===== config.mk =====
export PLATFORM = sky130hd
export DESIGN_NAME = uart_tx_flat
export DESIGN_NICKNAME = d
export VERILOG_FILES = /design/src/rtl/uart_pkg.sv /design/src/rtl/uart_tx_if.sv /design/src/rtl/uart_tx_fifo.sv /design/src/rtl/uart_tx.sv /design/src/flat_wrapper.sv
export SDC_FILE = /design/constraint.sdc
export NUM_CORES = 1
export LEC_CHECK = 0
export ABC_AREA = 1
export CORE_AREA = 8 8 110 72
export CTS_CLUSTER_DIAMETER = 40
export DETAILED_ROUTE_END_ITERATION = 6
export DIE_AREA = 0 0 118 80
export SLEW_MARGIN = 20
export SYNTH_ARGS = -nofsm -noshare
export SYNTH_HDL_FRONTEND = slang
export SYNTH_SLANG_ARGS = --single-unit

===== constraint.sdc =====
create_clock -name clk -period 2.8 [get_ports clk]
set_clock_uncertainty 0.1 [all_clocks]
set_input_delay 0.56 -clock clk [delete_from_list [all_inputs] [get_ports clk]]
set_output_delay 0.56 -clock clk [all_outputs]
set_load 0.005 [all_outputs]

===== src/rtl/uart_pkg.sv =====
// Shared UART definitions: FSM state encoding, frame constants, parity helper.
// Latency: n/a (types and constants only).
// Backpressure: n/a.
package uart_pkg;

  localparam int   DATA_BITS = 8;
  localparam logic LINE_IDLE = 1'b1;
  localparam logic START_BIT = 1'b0;
  localparam logic STOP_BIT  = 1'b1;

  // PARITY is part of the encoding in every build so both ends of the link
  // agree on the numbering; only parity-enabled builds ever enter it.
  typedef enum logic [2:0] {
    IDLE   = 3'd0,
    START  = 3'd1,
    DATA   = 3'd2,
    PARITY = 3'd3,
    STOP   = 3'd4
  } uart_state_e;

  // Even parity: the bit that makes the total count of ones even.
  function automatic logic even_parity(input logic [DATA_BITS-1:0] d);
    return ^d;
  endfunction

endpackage


===== src/rtl/uart_tx_if.sv =====
// Byte-wide valid/ready handshake into the UART transmitter.
// Latency: n/a (signal bundle).
// Backpressure: tx_ready low means the transmitter FIFO is full.
// Signals: tx_data_in (byte), tx_valid (byte valid), tx_ready (room in FIFO).
// Modports: master drives bytes, slave (the transmitter) accepts them.
interface uart_tx_if;
  import uart_pkg::*;

  logic [DATA_BITS-1:0] tx_data_in;
  logic                 tx_valid;
  logic                 tx_ready;

  modport master (output tx_data_in, output tx_valid, input tx_ready);
  modport slave  (input tx_data_in, input tx_valid, output tx_ready);

endinterface


===== src/rtl/uart_tx_fifo.sv =====
// Synchronous FIFO with wrap-around pointers, occupancy count, full/empty flags.
// Latency: first-word fall-through; a written entry is visible on rd_data the next cycle.
// Backpressure: writes while full and reads while empty are ignored.
// Ports: clk, rst (sync active-low), clr (sync active-high flush),
//        wr_en/wr_data, rd_en/rd_data, full, empty.
module uart_tx_fifo
  import uart_pkg::*;
#(
  parameter int DEPTH = 4,
  parameter int WIDTH = DATA_BITS
) (
  input  logic             clk,
  input  logic             rst,
  input  logic             clr,
  input  logic             wr_en,
  input  logic [WIDTH-1:0] wr_data,
  input  logic             rd_en,
  output logic [WIDTH-1:0] rd_data,
  output logic             full,
  output logic             empty
);

  localparam int             AW       = $clog2(DEPTH);
  localparam logic [AW:0]    FULL_CNT = (AW+1)'(DEPTH);
  localparam logic [AW:0]    CNT_ONE  = (AW+1)'(1);
  localparam logic [AW-1:0]  PTR_ONE  = AW'(1);

  logic [WIDTH-1:0] mem [DEPTH];
  logic [AW-1:0]    wr_ptr;
  logic [AW-1:0]    rd_ptr;
  logic [AW:0]      count;
  logic             do_wr;
  logic             do_rd;

  assign full    = (count == FULL_CNT);
  assign empty   = (count == '0);
  assign do_wr   = wr_en && !full;
  assign do_rd   = rd_en && !empty;
  assign rd_data = mem[rd_ptr];

  // Storage carries no reset; validity is tracked entirely by count.
  always_ff @(posedge clk) begin
    if (do_wr) begin
      mem[wr_ptr] <= wr_data;
    end
  end

  // DEPTH is a power of two, so the pointers wrap by plain overflow.
  always_ff @(posedge clk) begin
    if (!rst || clr) begin
      wr_ptr <= '0;
      rd_ptr <= '0;
      count  <= '0;
    end else begin
      if (do_wr) begin
        wr_ptr <= wr_ptr + PTR_ONE;
      end
      if (do_rd) begin
        rd_ptr <= rd_ptr + PTR_ONE;
      end
      case ({do_wr, do_rd})
        2'b10:   count <= count + CNT_ONE;
        2'b01:   count <= count - CNT_ONE;
        default: count <= count;
      endcase
    end
  end

endmodule


===== src/rtl/uart_tx.sv =====
// UART transmitter: FIFO-buffered bytes serialised as start, 8 data bits LSB first, [parity], stop.
// Latency: byte accepted at edge N into an idle, empty path drives the start bit from edge N+2.
// Backpressure: bus.tx_ready drops when the FIFO is full; frames go out back-to-back while queued.
// Ports: clk, rst (sync active-low), soft_rst (sync active-high, same effect, rst dominates),
//        bus (uart_tx_if.slave byte handshake), tx_data_out (registered serial line, idle high),
//        tx_busy (frame on the line), tx_done (one-cycle pulse after each stop bit).
// Build option: define UART_TX_PARITY_EN to insert an even-parity bit (11-bit frames).
module uart_tx #(
  parameter int CLKS_PER_BIT = 3,
  parameter int FIFO_DEPTH   = 4
) (
  input  logic      clk,
  input  logic      rst,
  input  logic      soft_rst,
  uart_tx_if.slave  bus,
  output logic      tx_data_out,
  output logic      tx_busy,
  output logic      tx_done
);
  import uart_pkg::*;

  localparam int            CW       = $clog2(CLKS_PER_BIT);
  localparam logic [CW-1:0] CNT_LAST = CW'(CLKS_PER_BIT - 1);
  localparam logic [CW-1:0] CNT_ONE  = CW'(1);
  localparam logic [2:0]    BIT_LAST = 3'(DATA_BITS - 1);

  uart_state_e          state;
  logic [CW-1:0]        clk_cnt;
  logic [2:0]           bit_cnt;
  logic [DATA_BITS-1:0] shreg;
  logic                 done_evt;
  logic                 cnt_last;
  logic                 push;
  logic                 pop;
  logic                 line_nxt;
  logic [DATA_BITS-1:0] fifo_dat;
  logic                 fifo_full;
  logic                 fifo_empty;
`ifdef UART_TX_PARITY_EN
  logic                 par_bit;
`endif

  assign bus.tx_ready = !fifo_full;
  assign push         = bus.tx_valid && bus.tx_ready;
  assign cnt_last     = (clk_cnt == CNT_LAST);

  // Pop either from idle or on the final stop cycle, so a queued byte
  // starts its frame with no idle gap after the previous stop bit.
  assign pop = !fifo_empty && ((state == IDLE) || ((state == STOP) && cnt_last));

  uart_tx_fifo #(
    .DEPTH (FIFO_DEPTH),
    .WIDTH (DATA_BITS)
  ) u_fifo (
    .clk     (clk),
    .rst     (rst),
    .clr     (soft_rst),
    .wr_en   (push),
    .wr_data (bus.tx_data_in),
    .rd_en   (pop),
    .rd_data (fifo_dat),
    .full    (fifo_full),
    .empty   (fifo_empty)
  );

  // Line level implied by the current state; registered into tx_data_out
  // so the pin trails the state by one cycle and stays glitch-free.
  always_comb begin
    line_nxt = LINE_IDLE;
    case (state)
      START:   line_nxt = START_BIT;
      DATA:    line_nxt = shreg[0];
`ifdef UART_TX_PARITY_EN
      PARITY:  line_nxt = par_bit;
`endif
      STOP:    line_nxt = STOP_BIT;
      default: line_nxt = LINE_IDLE;
    endcase
  end

  always_ff @(posedge clk) begin
    if (!rst || soft_rst) begin
      state       <= IDLE;
      clk_cnt     <= '0;
      bit_cnt     <= '0;
      shreg       <= '0;
      done_evt    <= 1'b0;
      tx_data_out <= LINE_IDLE;
      tx_busy     <= 1'b0;
      tx_done     <= 1'b0;
`ifdef UART_TX_PARITY_EN
      par_bit     <= 1'b0;
`endif
    end else begin
      // Output stage: all three outputs lag the state by one cycle, which
      // keeps tx_done aligned with the cycle after the visible stop bit.
      tx_data_out <= line_nxt;
      tx_busy     <= (state != IDLE);
      tx_done     <= done_evt;
      done_evt    <= 1'b0;

      if (state == IDLE) begin
        clk_cnt <= '0;
      end else if (cnt_last) begin
        clk_cnt <= '0;
      end else begin
        clk_cnt <= clk_cnt + CNT_ONE;
      end

      case (state)
        IDLE: begin
          bit_cnt <= '0;
          if (pop) begin
            shreg   <= fifo_dat;
`ifdef UART_TX_PARITY_EN
            par_bit <= even_parity(fifo_dat);
`endif
            state   <= START;
          end
        end

        START: begin
          if (cnt_last) begin
            state <= DATA;
          end
        end

        DATA: begin
          if (cnt_last) begin
            shreg   <= shreg >> 1;
            bit_cnt <= bit_cnt + 3'd1;
            if (bit_cnt == BIT_LAST) begin
`ifdef UART_TX_PARITY_EN
              state <= PARITY;
`else
              state <= STOP;
`endif
            end
          end
        end

`ifdef UART_TX_PARITY_EN
        PARITY: begin
          if (cnt_last) begin
            state <= STOP;
          end
        end
`endif

        STOP: begin
          if (cnt_last) begin
            done_evt <= 1'b1;
            bit_cnt  <= '0;
            if (pop) begin
              shreg   <= fifo_dat;
`ifdef UART_TX_PARITY_EN
              par_bit <= even_parity(fifo_dat);
`endif
              state   <= START;
            end else begin
              state   <= IDLE;
            end
          end
        end

        default: state <= IDLE;
      endcase
    end
  end

endmodule


===== src/flat_wrapper.sv =====
// flat-port wrapper written by rule: the top's interface ports become plain ports
module uart_tx_flat import uart_pkg::*;
#(
  parameter int CLKS_PER_BIT = 3,
  parameter int FIFO_DEPTH   = 4
)
  (clk, rst, soft_rst, tx_data_out, tx_busy, tx_done, bus_tx_data_in, bus_tx_valid, bus_tx_ready);
  uart_tx_if bus_i ();
  input  logic clk;
  input  logic rst;
  input  logic soft_rst;
  output logic tx_data_out;
  output logic tx_busy;
  output logic tx_done;
  input wire logic [$bits(bus_i.tx_data_in)-1:0] bus_tx_data_in;
  input wire logic [$bits(bus_i.tx_valid)-1:0] bus_tx_valid;
  output wire logic [$bits(bus_i.tx_ready)-1:0] bus_tx_ready;
  assign bus_i.tx_data_in = bus_tx_data_in;
  assign bus_i.tx_valid = bus_tx_valid;
  assign bus_tx_ready = bus_i.tx_ready;
  uart_tx #(.CLKS_PER_BIT(CLKS_PER_BIT), .FIFO_DEPTH(FIFO_DEPTH)) u_core (.clk(clk), .rst(rst), .soft_rst(soft_rst), .bus(bus_i), .tx_data_out(tx_data_out), .tx_busy(tx_busy), .tx_done(tx_done));
endmodule

==> impl_metrics.py, run 1 <==
metrics = {
    "synthesis": {
        "netlist-cell-type-count": 27,
        "syn-cell-area_sq_mm": 0.002714,
        "syn_avg_cell_area_sq_um": 8.561,
        "synth-async-reset-ratio_pct": 0,
        "synth-edff-count": 32,
        "ys_ff_latch": 61,
        "ys.flop_type": "edfxtp_1",
        "synth_warnings": 0,
        "ys_seq_area_share_pct": 56.80,
        "yosysTopAreaCellShare_pct": 35.41,
        "syn-num-nets": 338,
        "synth_area_leaders": "edfxtp_1 35%, dfxtp_1 21%, nand2_1 14%",
        "synth.most_common_cell": "nand2_1",
        "yosysTopAreaCell": "edfxtp_1",
        "synth_common_cells": "101 x nand2_1, 41 x nor2_1, 40 x inv_1",
        "synth_cells": 317,
    },
    "setup_path": {
        "path_class": "register to register",
        "cp-start-kind": "register",
        "arrival_ns": 2.36,
        "end_kind": "register",
        "required_ns": 2.92,
        "cp_max_fo": 5,
    },
    "sta": {
        "timing.final.crit_share_pct": 80.21,
        "clock.fmax_ghz": 0.4453,
        "min_period_ns": 2.246,
        "fin_setup_tns_ns": 0,
        "final_hold_viol_count": 0,
        "slew_violations": 0,
        "rsz0062_at_grt": "no",
        "tightestPinTransition_ns": 0.3038,
        "maxSlewHeadroom_pct": 79.72,
        "whs_ns": 0.3093,
        "setup_viol": 0,
    },
    "cts": {
        "clk_path_buf_depth": 2,
        "numCtsBuffers": 9,
        "cts_root_buffer": "clkbuf_8",
        "postCtsHoldBufs": 0,
        "cts_sinks": 61,
        "cts_setup_buffers": 0,
        "cts_resized": 0,
        "h-tree-depth": 3,
        "clkSlewWorstSetupHoldPaths_ns": 0.07,
        "clk_latency_ns": 0.33,
        "cts_tree": "done",
    },
    "power": {
        "peakVddDrop_mv": 0.3049,
        "swShare_pct": 31.83,
        "internal_power_w": 0.001747,
        "pwr-share-comb_pct": 26.4,
        "p_switching_w": 0.0008160,
        "p_clk_share_pct": 32.0,
        "p_per_area_mw_per_mm2": 801.5,
        "leakage_nw": 1.403,
        "pwr-share-seq_pct": 41.7,
    },
    "detailed_routing": {
        "remaining_drc_errors": 0,
        "drt_iter0_drc": 88,
        "routed_wl_um": 4904,
        "avgRoutedWirePerCell_um": 11.25,
        "vias": 1949,
        "vias_per_cell": 4.470,
        "postRouteAntennaNets": 0,
        "first_pass_iters": 4,
    },
    "grt": {
        "grt-ovfl-total": 0,
        "grt_pass1_wl_um": 8404,
        "grt_pass1_vias": 1800,
        "antenna_found_initial": 0,
        "grt_max_degree": 25,
        "track_usage_pct": 11.28,
    },
    "floorplan": {
        "num_rows": 23,
        "design.die.area_sq_mm": 0.009440,
        "pin_count": 16,
        "initial_utilization_pct": 42.67,
        "die_w_um": 118,
        "core_area_sq_mm": 0.006360,
        "die_y_um": 80,
    },
    "final_layout": {
        "stdcell_area_sq_mm": 0.003198,
        "fillerInstances": 618,
        "stdcell_count": 436,
        "diodes": 0,
        "register_area_sq_mm": 0.001541,
        "area_delta_synth_final_pct": 17.84,
        "nNetsFinal": 365,
        "drive_gt1_share_pct": 10.03,
        "multi_input_area_sq_um": 958.4,
    },
    "place": {
        "placed_area_sq_mm": 0.002993,
        "dp_hpwl_um": 3458,
        "place.gp.congestion": 0.7338,
        "dp_cells": 420,
        "io_buffers": 15,
    },
    "job": {
        "max_cap_violations": 0,
    },
    "outcome": {
        "status": "completed",
    },
    "worst_hold_path": {
        "holdCritPathClass": "register to register",
    },
}
## critical path: stages (launching register included)
cell,delay [ns]
dfxtp_1,0.38
nor2_2,0.18
o21ai_2,0.09
nor2_1,0.23
ha_1,0.20
inv_1,0.07
fa_1,0.43
a21oi_1,0.14
o21ai_0,0.10
o21ai_0,0.15
a21oi_1,0.06
## registers in the layout (all words and copies together) (netlist names), named ones only
name and cells:
u_core.u_fifo.wr_ptr 2, u_core.tx_data_out 1, u_core.tx_done 1, u_core.u_fifo.count 3, u_core.bit_cnt 3, u_core.clk_cnt 2, u_core.u_fifo.mem 32, u_core.done_evt 1
u_core.u_fifo.rd_ptr 2, u_core.tx_busy 1, u_core.shreg 8, u_core.state 3
## metrics by stage
stage | utilization, % | total power [W] | worst slack [ns]
after floorplan | - | 0.001636 | 0.7796
after global placement | 47.06 | 0.001757 | 0.4470
after detailed placement | 47.06 | 0.001765 | 0.4148
after CTS | 50.29 | 0.002592 | 0.5589
after global routing | 50.29 | 0.002746 | 0.2348
final | 50.29 | 0.002563 | 0.5542
## layer usage
| metal | share of wire, % | vias to the layer above | global-route usage, % |
|---|---|---|---|
| met5 | 0 | - | 0 |
| met4 | 1.5 | 0 | 5.083 |
| met3 | 4.5 | 10 | 4.237 |
| met2 | 39 | 23 | 15.62 |
| met1 | 55 | 872 | 15.27 |
| li1 | - | 1044 | - |
## path summary, 6_finish.rpt
path                    from  slack [ns]                endpoint  depth (start not counted)
max          u_core.state[1]        0.55  u_core.u_fifo.count[2]                         10
min          u_core.done_evt        0.31          u_core.tx_done                          2
max reg2reg  u_core.state[1]        0.55  u_core.u_fifo.count[2]                         10
min reg2reg  u_core.done_evt        0.31          u_core.tx_done                          2
## kinds of logic after synthesis
group,Yosys count,synth area share [%]
xor+xnor,1,0.3228
compound gates,28,5.302
buf+inv,53,7.883
fa+ha+maj,9,4.426
flops,61,56.80
simple gates,165,25.26
## layout by cell type (no fill, tap or decap)
cell type and count:
clkinv_2 3, buf_4 8, nor2_2 2, nor2_1 41
dfxtp_1 29, ha_1 8, nand4_1 3, nand2_2 3
bufinv_16 2, a21oi_1 12, clkinv_1 4, o21ai_0 10
fa_1 1, nor2_4 1, inv_2 3, o21ai_1 5
nand3_1 9, clkdlybuf4s50_1 15, xor2_1 1, clkbuf_1 1
nand3b_1 1, nand2_1 101, edfxtp_1 32, nand2_4 3
o21ai_2 1, clkbuf_8 9, nor3_1 1, inv_1 40
## power groups by stage
stage | Sequential, W | Clock, W | Combinational [W]
floorplan | 0.00108 | 0 | 0.000557
global placement | 0.00108 | 0 | 0.000672
global route | 0.00108 | 0.000881 | 0.000788
detailed placement | 0.00109 | 0 | 0.000678
finish | 0.00107 | 0.000819 | 0.000676
CTS | 0.00107 | 0.000841 | 0.000682
## final cells by class
class                      instances  area share, %
sequential                        61          48.20
tap                               87          3.404
inverter                          46          5.438
timing repair buffer              23          6.573
multi-input combinational        203          29.97
clock inverter                     6          2.426
clock buffer                      10          3.991
Note: power is estimated with default switching activity, not from simulation.
==> run 2, diff against run 1 <==
==> constraint.sdc (replaced) <==
create_clock -name clk -period 1.8 [get_ports clk]
set_clock_uncertainty 0.1 [all_clocks]
set_input_delay 0.36 -clock clk [delete_from_list [all_inputs] [get_ports clk]]
set_output_delay 0.36 -clock clk [all_outputs]
set_load 0.005 [all_outputs]
==> run 2 against run 1 <==
Effect of this change:
- the flow now finishes with violations (negative setup slack)
- cell count is 3.2% higher
- routed wire length is 4.5% higher
- sequential power is 55% higher
- die area stayed put
- cell area is 4.2% higher
- clock power is 18% higher
- critical path depth is 1 higher
- sequential share of layout area is 1.7 points lower
- combinational power is 89% higher
- first-iteration DRC count is 22% higher
- utilization is 2.1 points higher
- register-to-register slack worse by 0.60 ns
- largest power group unchanged
- highest routed layer unchanged
==> impl_metrics.py, run 2 (synthesis results as in run 1) <==
metrics = {
    "cts": {
        "cts_root_buffer": "clkbuf_8",
        "postCtsHoldBufs": 0,
        "clkSlewWorstSetupHoldPaths_ns": 0.07,
        "clk_latency_ns": 0.33,
        "cts_tree": "done",
        "clk_path_buf_depth": 2,
        "cts_sinks": 61,
        "h-tree-depth": 3,
        "numCtsBuffers": 9,
        "cts_setup_buffers": 0,
    },
    "floorplan": {
        "num_rows": 23,
        "initial_utilization_pct": 42.67,
        "die_y_um": 80,
        "pin_count": 16,
        "design.die.area_sq_mm": 0.009440,
        "core_area_sq_mm": 0.006360,
        "die_w_um": 118,
    },
    "place": {
        "dp_hpwl_um": 3708,
        "dp_worst_setup_slack_ns": -0.2087,
        "place.gp.congestion": 0.7455,
        "dp_cells": 435,
        "io_buffers": 15,
    },
    "final_layout": {
        "largest_register_ffs": 32,
        "top_register": "u_core.u_fifo.mem",
        "diodes": 0,
        "stdcell_count": 450,
        "reg_top3": "u_core.u_fifo.mem (32), u_core.shreg (8)",
        "final_core_util_pct": 52.39,
        "drive_gt1_share_pct": 18.73,
        "area_delta_synth_final_pct": 22.78,
        "nNetsFinal": 380,
        "layout_commonest_cell": "nand2_1",
        "final_cell_mix": "100 x nand2_1, 40 x nor2_1, 36 x inv_1",
    },
    "setup_path": {
        "cp-start-kind": "register",
        "rr_worst_depth": 11,
        "endpoint": "u_core.u_fifo.count[2]",
        "crit_slowest_cell": "fa_2",
        "cp_cell_sequence": "inv_2 > ha_4 > o21ai_4 > nor2_4 > ha_4 > inv_2 > fa_2 > a21oi_2 > o21ai_2 > o21ai_1 > a21oi_1",
        "cp_max_fo": 2,
        "path_buf_inv": 2,
        "cp_top_family": "adder cells",
        "end_kind": "register",
        "cpPeakStageDelay_ns": 0.37,
        "startpoint": "u_core.clk_cnt[0]",
        "reg2reg_slack_ns": -0.05,
        "reg2reg_from": "u_core.clk_cnt[0]",
        "regToRegEndpoint": "u_core.u_fifo.count[2]",
        "path_depth": 11,
        "path_class": "register to register",
        "arrival_ns": 1.97,
        "required_ns": 1.92,
    },
    "sta": {
        "maxSlewHeadroom_pct": 79.42,
        "finalWorstSetupSlack_ns": -0.04607,
        "whs_ns": 0.3092,
        "setup_viol": 1,
        "slew_violations": 0,
        "min_period_ns": 1.846,
        "final_hold_viol_count": 0,
        "clock.fmax_ghz": 0.5417,
        "timing.final.crit_share_pct": 102.6,
        "tightestPinTransition_ns": 0.3082,
        "rsz0062_at_grt": "yes",
    },
    "detailed_routing": {
        "vias": 2022,
        "vias_per_cell": 4.493,
        "first_pass_iters": 4,
        "remaining_drc_errors": 0,
        "drt_iter0_drc": 107,
        "routed_wl_um": 5124,
        "avgRoutedWirePerCell_um": 11.39,
        "postRouteAntennaNets": 0,
    },
    "job": {
        "max_cap_violations": 0,
    },
    "grt": {
        "grt_max_degree": 18,
        "grt-ovfl-total": 0,
        "grt_pass1_wl_um": 8887,
        "grt_pass1_vias": 1930,
        "antenna_found_initial": 0,
        "track_usage_pct": 11.93,
    },
    "outcome": {
        "status": "finished with violations",
        "failed_checks": "negative setup slack",
    },
    "worst_hold_path": {
        "holdCritPathClass": "register to register",
        "min_delay_path_depth": 1,
    },
    "power": {
        "p_per_area_mw_per_mm2": 1170,
        "peakVddDrop_mv": 0.5755,
        "leakage_nw": 1.459,
        "power.total_w": 0.003899,
    },
}
run 2: cell count changes in the layout (fill, tap and decap cells not counted), sizes merged:
cell / before / now
clkinvlp: 0 / 1
buf: 8 / 23
clkbuf: 10 / 12
dlygate4sd2: 0 / 1
bufinv: 2 / 0
clkdlybuf4s50: 15 / 14
clkinv: 7 / 5
run 2: worst reg2reg max path: cells and delay by family, from the launching register on:
family / cells / cell delay (ns)
adder cells (fa/ha/maj): 3 / 0.64
AO/OA/AOI/OAI: 5 / 0.47
flip-flops: 1 / 0.32
AND/OR/NAND/NOR: 1 / 0.12
buffers and inverters: 2 / 0.09
run 2: what timing repair did:
item	CTS	global route
gates resized for setup	3	10
setup endpoints to repair	2	3
pin swaps	3	5
run 2: how the worst min path moves through the flow:
| stage | startpoint | end |
|---|---|---|
| global route | u_core.clk_cnt[0] | u_core.clk_cnt[0] |
| CTS | u_core.clk_cnt[0] | u_core.clk_cnt[0] |
| finish | u_core.clk_cnt[0] | u_core.clk_cnt[0] |
| global placement | u_core.clk_cnt[0] | u_core.clk_cnt[0] |
| detailed placement | u_core.clk_cnt[0] | u_core.clk_cnt[0] |
| floorplan | u_core.clk_cnt[0] | u_core.clk_cnt[0] |
run 2: cell type report:
class / instances / area [sq um]
clock buffers: 12 / 135.1
repair buffers: 38 / 321.6
inverters: 46 / 177.7
fillers: 620 / 3028
well taps: 87 / 108.9
clock inverters: 3 / 13.76
flip-flops and latches: 61 / 1549
multi-input cells: 203 / 1026
run 2: metal layers:
| layer | wire, um | GRT usage [%] | up-vias |
|---|---|---|---|
| li1 | - | - | 1075 |
| met3 | 278 | 4.167 | 5 |
| met5 | 0 | 0 | - |
| met2 | 2124 | 17.83 | 33 |
| met4 | 48 | 4.574 | 0 |
| met1 | 2672 | 15.60 | 909 |
run 2: stage by stage:
step	setup TNS (ns)	area (sq um)
finish	-0.04607	3332
CTS	-0.08529	3298
global placement	-0.1980	3146
global route	-0.1944	3332
floorplan	0	2754
detailed placement	-0.2629	3146
run 2: power by group:
part           total [W]  switching (W)  internal [W]  leakage (nW)
sequential       0.00166      0.0000665       0.00159         0.532
clock           0.000964       0.000480      0.000483        0.0776
combinational    0.00128       0.000771      0.000504         0.850
total            0.00390        0.00132       0.00258          1.46
